==> src/rtl/rm_index_map_pkg.sv <==
// rm_index_map_pkg -- shared types and constants for the random-modulo index map.
//   rm_seed_t  : placement seed / PRNG word
//   rm_state_t : reseed FSM states
//   RM_*_W     : default widths (16-bit seed, 64 sets, 20-bit tag)
package rm_index_map_pkg;

    localparam int RM_SEED_W = 16;
    localparam int RM_IDX_W  = 6;
    localparam int RM_TAG_W  = 20;

    typedef logic [RM_SEED_W-1:0] rm_seed_t;

    typedef enum logic [1:0] {
        IDLE,
        DRAIN,
        FLUSH,
        LATCH
    } rm_state_t;

endpackage

==> src/rtl/rm_index_map_if.sv <==
// rm_index_map_if -- lookup request / mapped-index response bundle.
//   req_valid/req_ready/req_tag/req_index : request handshake (master drives valid/tag/index)
//   resp_valid/resp_index                  : mapped index, no backpressure
// master = cache tag-lookup side, slave = rm_index_map.
interface rm_index_map_if #(
    parameter int IDX_W = rm_index_map_pkg::RM_IDX_W,
    parameter int TAG_W = rm_index_map_pkg::RM_TAG_W
);
    logic             req_valid;
    logic             req_ready;
    logic [TAG_W-1:0] req_tag;
    logic [IDX_W-1:0] req_index;
    logic             resp_valid;
    logic [IDX_W-1:0] resp_index;

    modport master (
        output req_valid, req_tag, req_index,
        input  req_ready, resp_valid, resp_index
    );

    modport slave (
        input  req_valid, req_tag, req_index,
        output req_ready, resp_valid, resp_index
    );
endinterface

==> src/rtl/rm_index_map_hash.sv <==
// rm_index_hash -- combinational tag/seed fold for the index map.
//   tag  : request tag
//   seed : active placement seed
//   key  : XOR mask applied after rotation (tag fold ^ seed low bits)
//   rot  : rotate amount, already reduced modulo IDX_W
// The fold bit positions assume a 20-bit tag and 6-bit index.
module rm_index_hash
    import rm_index_map_pkg::*;
#(
    parameter int SEED_W = RM_SEED_W,
    parameter int IDX_W  = RM_IDX_W,
    parameter int TAG_W  = RM_TAG_W,
    parameter int ROT_W  = $clog2(RM_IDX_W)
) (
    input  logic [TAG_W-1:0]  tag,
    input  logic [SEED_W-1:0] seed,
    output logic [IDX_W-1:0]  key,
    output logic [ROT_W-1:0]  rot
);
    logic [IDX_W-1:0] tf6;
    logic [7:0]       tf8;
    logic [7:0]       rot_raw;

    assign tf6 = tag[5:0] ^ tag[11:6] ^ tag[17:12] ^ {4'b0, tag[19:18]};
    assign tf8 = tag[7:0] ^ tag[15:8] ^ {4'b0, tag[19:16]};

    assign key     = tf6 ^ seed[IDX_W-1:0];
    assign rot_raw = tf8 ^ seed[SEED_W-1:SEED_W-8];
    // Non-power-of-two modulus; result is always < IDX_W so it fits ROT_W.
    assign rot     = ROT_W'(rot_raw % 8'(IDX_W));

    // Seed bits between the key slice and the rotate slice do not feed the hash.
    logic unused_seed_bits;
    assign unused_seed_bits = ^seed[SEED_W-9:IDX_W];

endmodule

==> src/rtl/rm_index_map.sv <==
// rm_index_map -- consumer of the L1 random-modulo PRNG stream.
// Maps (tag, set index) to a randomized set index through a 2-stage pipeline
// and runs the reseed sequence IDLE -> DRAIN -> FLUSH -> LATCH.
//   clk, reset  : clock, asynchronous active-high reset
//   rand_i      : free-running PRNG word, latched as the new seed in LATCH
//   bus         : request/response bundle (slave side)
//   reseed_req  : pulse, start a reseed (only honoured in IDLE)
//   flush_req   : level, asks the cache to invalidate all lines
//   flush_done  : pulse, flush complete (only honoured in FLUSH)
//   reseed_done : pulse, new seed active
// Optional: RM_SEED_PARITY_EN adds a stored seed parity bit and a sticky
// seed_par_err output that keeps forcing reseeds while set.
module rm_index_map
    import rm_index_map_pkg::*;
#(
    parameter int                SEED_W     = RM_SEED_W,
    parameter int                IDX_W      = RM_IDX_W,
    parameter int                TAG_W      = RM_TAG_W,
    parameter logic [SEED_W-1:0] SEED_RESET = '0
) (
    input  logic              clk,
    input  logic              reset,
    input  logic [SEED_W-1:0] rand_i,
    rm_index_map_if.slave     bus,
    input  logic              reseed_req,
    output logic              flush_req,
    input  logic              flush_done,
    output logic              reseed_done
`ifdef RM_SEED_PARITY_EN
    ,
    output logic              seed_par_err
`endif
);
    localparam int ROT_W  = $clog2(IDX_W);
    localparam int STAGES = 2;

    rm_state_t         state_q, state_d;
    logic [SEED_W-1:0] seed_q;
    logic              accept;
    logic              reseed_go;

    logic [STAGES:1]   vld_pipe;
    logic [IDX_W-1:0]  h_key, s1_key, s1_index, resp_index_q;
    logic [ROT_W-1:0]  h_rot, s1_rot;

    function automatic logic [IDX_W-1:0] rotl(input logic [IDX_W-1:0] v,
                                              input logic [ROT_W-1:0] r);
        logic [2*IDX_W-1:0] dbl;
        dbl = {v, v} << r;
        return dbl[2*IDX_W-1:IDX_W];
    endfunction

    // ---------------- seed parity (optional) ----------------
`ifdef RM_SEED_PARITY_EN
    logic par_q, par_err_q;

    always_ff @(posedge clk or posedge reset) begin
        if (reset) begin
            par_q     <= ^SEED_RESET;
            par_err_q <= 1'b0;
        end else begin
            if (state_q == LATCH)
                par_q <= ^rand_i;
            // Sticky: a corrupted seed keeps forcing reseeds until reset.
            if ((^seed_q) != par_q)
                par_err_q <= 1'b1;
        end
    end

    assign seed_par_err = par_err_q;
    assign reseed_go    = reseed_req | par_err_q;
`else
    assign reseed_go    = reseed_req;
`endif

    // ---------------- FSM: state register ----------------
    always_ff @(posedge clk or posedge reset) begin
        if (reset) state_q <= IDLE;
        else       state_q <= state_d;
    end

    // ---------------- FSM: next state ----------------
    always_comb begin
        state_d = state_q;
        case (state_q)
            IDLE:    if (reseed_go)       state_d = DRAIN;
            DRAIN:   if (vld_pipe == '0)  state_d = FLUSH;
            FLUSH:   if (flush_done)      state_d = LATCH;
            LATCH:                        state_d = IDLE;
            default:                      state_d = IDLE;
        endcase
    end

    // ---------------- FSM: outputs ----------------
    always_comb begin
        bus.req_ready = 1'b0;
        flush_req     = 1'b0;
        reseed_done   = 1'b0;
        case (state_q)
            IDLE:    bus.req_ready = 1'b1;
            FLUSH:   flush_req     = 1'b1;
            LATCH:   reseed_done   = 1'b1;
            default: ;
        endcase
    end

    // Seed only moves in LATCH, after the pipeline has drained, so every
    // in-flight request is mapped with a single seed.
    always_ff @(posedge clk or posedge reset) begin
        if (reset)                  seed_q <= SEED_RESET;
        else if (state_q == LATCH)  seed_q <= rand_i;
    end

    // ---------------- pipeline ----------------
    assign accept = bus.req_valid & bus.req_ready;

    rm_index_hash #(
        .SEED_W (SEED_W),
        .IDX_W  (IDX_W),
        .TAG_W  (TAG_W),
        .ROT_W  (ROT_W)
    ) u_hash (
        .tag  (bus.req_tag),
        .seed (seed_q),
        .key  (h_key),
        .rot  (h_rot)
    );

    always_ff @(posedge clk or posedge reset) begin
        if (reset) begin
            vld_pipe     <= '0;
            s1_index     <= '0;
            s1_key       <= '0;
            s1_rot       <= '0;
            resp_index_q <= '0;
        end else begin
            vld_pipe <= {vld_pipe[STAGES-1:1], accept};
            if (accept) begin
                s1_index <= bus.req_index;
                s1_key   <= h_key;
                s1_rot   <= h_rot;
            end
            if (vld_pipe[1])
                resp_index_q <= rotl(s1_index, s1_rot) ^ s1_key;
        end
    end

    assign bus.resp_valid = vld_pipe[STAGES];
    assign bus.resp_index = resp_index_q;

endmodule

==> src/flat_wrapper.sv <==
// flat-port wrapper written by rule: the top's interface ports become plain ports
module rm_index_map_flat import rm_index_map_pkg::*;
#(
    parameter int                SEED_W     = RM_SEED_W,
    parameter int                IDX_W      = RM_IDX_W,
    parameter int                TAG_W      = RM_TAG_W,
    parameter logic [SEED_W-1:0] SEED_RESET = '0
)
  (clk, reset, rand_i, reseed_req, flush_req, flush_done, reseed_done, bus_req_valid, bus_req_tag, bus_req_index, bus_req_ready, bus_resp_valid, bus_resp_index);
  rm_index_map_if #(.IDX_W(IDX_W), .TAG_W(TAG_W)) bus_i ();
  input  logic clk;
  input  logic reset;
  input  logic [SEED_W-1:0] rand_i;
  input  logic reseed_req;
  output logic flush_req;
  input  logic flush_done;
  output logic reseed_done;
  input wire logic [$bits(bus_i.req_valid)-1:0] bus_req_valid;
  input wire logic [$bits(bus_i.req_tag)-1:0] bus_req_tag;
  input wire logic [$bits(bus_i.req_index)-1:0] bus_req_index;
  output wire logic [$bits(bus_i.req_ready)-1:0] bus_req_ready;
  output wire logic [$bits(bus_i.resp_valid)-1:0] bus_resp_valid;
  output wire logic [$bits(bus_i.resp_index)-1:0] bus_resp_index;
  assign bus_i.req_valid = bus_req_valid;
  assign bus_i.req_tag = bus_req_tag;
  assign bus_i.req_index = bus_req_index;
  assign bus_req_ready = bus_i.req_ready;
  assign bus_resp_valid = bus_i.resp_valid;
  assign bus_resp_index = bus_i.resp_index;
  rm_index_map #(.SEED_W(SEED_W), .IDX_W(IDX_W), .TAG_W(TAG_W), .SEED_RESET(SEED_RESET)) u_core (.clk(clk), .reset(reset), .rand_i(rand_i), .bus(bus_i), .reseed_req(reseed_req), .flush_req(flush_req), .flush_done(flush_done), .reseed_done(reseed_done));
endmodule
==> config.mk <==
export PLATFORM = sky130hd
export DESIGN_NAME = rm_index_map_flat
export DESIGN_NICKNAME = d
export VERILOG_FILES = /design/src/rtl/rm_index_map_pkg.sv /design/src/rtl/rm_index_map_if.sv /design/src/rtl/rm_index_map_hash.sv /design/src/rtl/rm_index_map.sv /design/src/flat_wrapper.sv
export SDC_FILE = /design/constraint.sdc
export NUM_CORES = 1
export LEC_CHECK = 0
export CAP_MARGIN = 20
export CORE_MARGIN = 3
export CORE_UTILIZATION = 25
export CTS_CLUSTER_SIZE = 30
export DETAILED_ROUTE_END_ITERATION = 10
export GPL_TIMING_DRIVEN = 0
export HOLD_SLACK_MARGIN = 0.15
export PLACE_DENSITY = 0.44
export SKIP_CTS_REPAIR_TIMING = 1
export SLEW_MARGIN = 20
export SYNTH_ARGS = -nofsm -noshare
export SYNTH_HDL_FRONTEND = slang
export SYNTH_SLANG_ARGS = --single-unit
==> constraint.sdc <==
create_clock -name clk -period 3.95 [get_ports clk]
set_input_delay 0.79 -clock clk [delete_from_list [all_inputs] [get_ports clk]]
set_output_delay 0.79 -clock clk [all_outputs]
set_load 0.1 [all_outputs]
==> reports/qor.yml <==
run_status:
  status: "finished, final reports clean"
floorplan:
  core-area_mm2: 0.009328
  initial_utilization_pct: 25.94
  fp.dieArea_mm2: 0.01090
  chipWidth_um: 104.4
  fp-row-count: 35
  design.portCount: 57
  dieHeight_um: 104.4
power:
  switching_share_of_power_pct: 44.60
  p_int_mw: 1.630
  comb_power_share_pct: 62.6
  totalPowerFinal_mw: 2.943
  pwr_density_cell_mw_per_mm2: 904.2
  ir_drop_mv: 0.4150
  p_clk_share_pct: 11.8
  net_switching_power_of_the_design_mw: 1.313
  power.leakage_nw: 1.302
  pwr-share-seq_pct: 25.6
critical_path:
  largest_fanout_on_the_critical_path: 6
  crit_path_end_kind: "primary output"
  critPathLaunch: "u_core.state_q[0]$_DFFE_PP0P_"
  timing.critical_path.from_type: "flop"
  critical_path.reg2reg.startpoint: "u_core.seed_q[13]$_DFFE_PP0P_"
  cp_data_required_time_ns: 3.16
  critPathArrivalTime_ns: 2.29
  worst-setup-path-type: "flop to primary output"
synthesis:
  synth_top_area_share_pct: 40.33
  ys_top_cells_by_area: "sky130_fd_sc_hd__dfrtp_1 (40%), sky130_fd_sc_hd__xnor2_1 (12%), sky130_fd_sc_hd__mux2_2 (9.3%)"
  post-synth-top-count-cell: "sky130_fd_sc_hd__dfrtp_1"
  synth.yosys.warnings: 0
  yosys.area.top_type: "sky130_fd_sc_hd__dfrtp_1"
  synth.top_cells.by_count: "sky130_fd_sc_hd__dfrtp_1 (39), sky130_fd_sc_hd__xnor2_1 (34), sky130_fd_sc_hd__mux2_2 (20), sky130_fd_sc_hd__nand2_1 (11), sky130_fd_sc_hd__o21ai_0 (8)"
  synth.yosys.seq_area_share_pct: 40.33
  number_of_synthesized_flops_with_an_enable_pin: 0
  synth_flop_cell: "sky130_fd_sc_hd__dfrtp_1"
  summed_instance_area_of_the_synthesized_netlist_mm2: 0.002420
  synth_cell_type_count: 40
  syn_inst: 197
  synth-async-reset-ratio_pct: 100.0
  yosys_register_bits: 39
  post_synth.cell_area_avg_um2: 12.28
  syn-num-nets: 248
drt:
  finalWirelength_mm: 5.281
  drtIter0Drc: 37
  final_antenna_net_count: 0
  drc: 0
  drt-vias-per-instance: 4.283
  detailedRoute.firstPassIterationCount: 4
  routed-via-count: 1666
  avgRoutedWirePerCell_um: 13.58
placement:
  gp_weighted_congestion: 0.6973
  dp_hpwl_mm: 4.185
  port_buffers: 54
  dpl.cell_count: 381
  detailedPlace.worstSlack_ns: 0.8385
layout:
  num-fill-cells: 943
  layout.area.seq_um2: 975.9
  area_growth_syn_to_layout_pct: 34.49
  finalCoreUtilization_pct: 34.89
  layout.nets: 310
  drive_gt1_share_pct: 18.46
  multi_input_area_mm2: 0.001388
  finalNonFillerCells: 389
  insertedDiodeCount: 0
cts:
  tritoncts: "yes"
  cts_buffer_depth: 2
  clkSlewWorstSetupHoldPaths_ns: 0.08
  cts_inserted_buffers: 5
  cts_num_sinks: 39
  cts-htree-levels: 2
  clock_root_buffer: "sky130_fd_sc_hd__clkbuf_8"
  clock_latency_ns: 0.30
sta:
  worst_slew_margin_rel_pct: 35.37
  worst_slew_pin_slew_ns: 0.9665
  timing.final.hold_violations: 0
  timing.final.crit_share_pct: 77.86
  grt_setup_unrepaired: "no"
  final_max_slew_viol_count: 0
  period_minus_slack_ns: 3.076
  setup_viol: 0
  fin_ws_ns: 0.8744
  final_total_negative_setup_slack_ns: 0
  fmax_ghz: 0.3251
  finClkSkew_ns: 0.01071
global_routing:
  groute.usage.overall_pct: 10.14
  first_pass_grt_wire_length_mm: 8.680
  grt_antenna_before_repair: 0
  pin_count_of_the_biggest_net_entering_global_routing: 32
  grt_remaining_overflow: 0
  grt_pass1_vias: 1712
run:
  timing.max_cap.violations: 0
min_path:
  startpoint_of_the_most_critical_hold_path: "u_core.vld_pipe[1]$_DFF_PP0_"
  worstHoldPathType: "flop to flop"
==> cell families after synthesis <==
family	count (synthesis)	share of synthesized area, %
xor gates and xnor gates	47	20.37
AOI/OAI and AO/OA	29	8.532
muxes	40	21.20
adders and majority gates	4	2.068
buffers and inverters	13	2.327
DFF	39	40.33
and+or+nand+nor	25	5.171
==> layout make-up <==
type / instances / share of cell area [%]
sequential: 39 / 29.99
clock inverter: 3 / 1.346
tap: 129 / 4.960
buffer: 6 / 0.9227
timing repair buffer: 55 / 17.22
multi-input combinational: 145 / 42.64
inverter: 7 / 0.8074
clock buffer: 5 / 2.115
==> per-stage QoR <==
step                hold slack (ns)  cell area, um^2
floorplan                    0.3519             2420
global placement             0.3606             3122
detailed placement           0.3581             3142
CTS                          0.3773             3254
global route                 0.4127             3254
finish                       0.3751             3254
==> final timing paths <==
check                      slack (ns)  cells past startpoint                              endpoint
max in group asynchronous        2.78                      3  u_core.bus.resp_index[2]$_DFFE_PP0P_
min in group asynchronous        0.72                      2          u_core.seed_q[9]$_DFFE_PP0P_
setup reg to reg                 1.83                      7          u_core.s1_rot[1]$_DFFE_PP0P_
hold / removal                   0.38                      0          u_core.vld_pipe[2]$_DFF_PP0_
setup / recovery                 0.87                      2                           reseed_done
hold reg to reg                  0.38                      0          u_core.vld_pipe[2]$_DFF_PP0_
==> routing by layer <==
metal | global-route usage (%) | wire [um] | part of all wire (%)
met1 | 12.43 | 2357 | 45
met2 | 17.20 | 2579 | 49
met3 | 2.855 | 277 | 5.2
met4 | 3.134 | 66 | 1.2
met5 | 0 | 0 | 0
==> sequential cells by signal (all words and copies together), names as in the netlist <==
signal / count
u_core.s1_key: 6
u_core.state_q: 2
u_core.s1_index: 6
u_core.seed_q: 14
u_core.bus.resp_index: 6
u_core.vld_pipe: 2
u_core.s1_rot: 3
==> critical path: stages, from the launching register on <==
cell	delay (ns)
sky130_fd_sc_hd__dfrtp_1	0.41
sky130_fd_sc_hd__ha_1	0.38
sky130_fd_sc_hd__clkdlybuf4s50_1	1.20
==> power groups by stage <==
stage	Clock, mW	Combinational [mW]	Sequential, mW
after floorplan	0	1.27	0.973
after global placement	0	1.86	0.760
after detailed placement	0	1.87	0.765
after CTS	0.364	1.88	0.756
after global routing	0.379	2.00	0.785
final	0.348	1.84	0.754
==> cells in the final DEF (no fill, tap or decap), types with 2 or more instances in the layout <==
| cell | instances |
|---|---|
| sky130_fd_sc_hd__o31ai_1 | 2 |
| sky130_fd_sc_hd__clkbuf_8 | 5 |
| sky130_fd_sc_hd__xnor2_1 | 34 |
| sky130_fd_sc_hd__inv_1 | 5 |
| sky130_fd_sc_hd__nand2_1 | 11 |
| sky130_fd_sc_hd__mux2_1 | 6 |
| sky130_fd_sc_hd__dfrtp_1 | 39 |
| sky130_fd_sc_hd__clkdlybuf4s50_1 | 54 |
| sky130_fd_sc_hd__xnor3_1 | 2 |
| sky130_fd_sc_hd__o32a_1 | 2 |
| sky130_fd_sc_hd__mux2i_1 | 7 |
| sky130_fd_sc_hd__ha_1 | 4 |
| sky130_fd_sc_hd__mux4_2 | 6 |
| sky130_fd_sc_hd__o21ai_1 | 4 |
| sky130_fd_sc_hd__inv_2 | 2 |
| sky130_fd_sc_hd__a21oi_1 | 3 |
| sky130_fd_sc_hd__xor2_1 | 6 |
| sky130_fd_sc_hd__mux2_2 | 20 |
| sky130_fd_sc_hd__o221a_1 | 2 |
| sky130_fd_sc_hd__clkbuf_1 | 5 |
| sky130_fd_sc_hd__o21ai_0 | 8 |
| sky130_fd_sc_hd__and2_4 | 2 |
| sky130_fd_sc_hd__nor2_1 | 6 |
| sky130_fd_sc_hd__xnor2_2 | 3 |
Note: power is estimated with default switching activity, not from simulation.
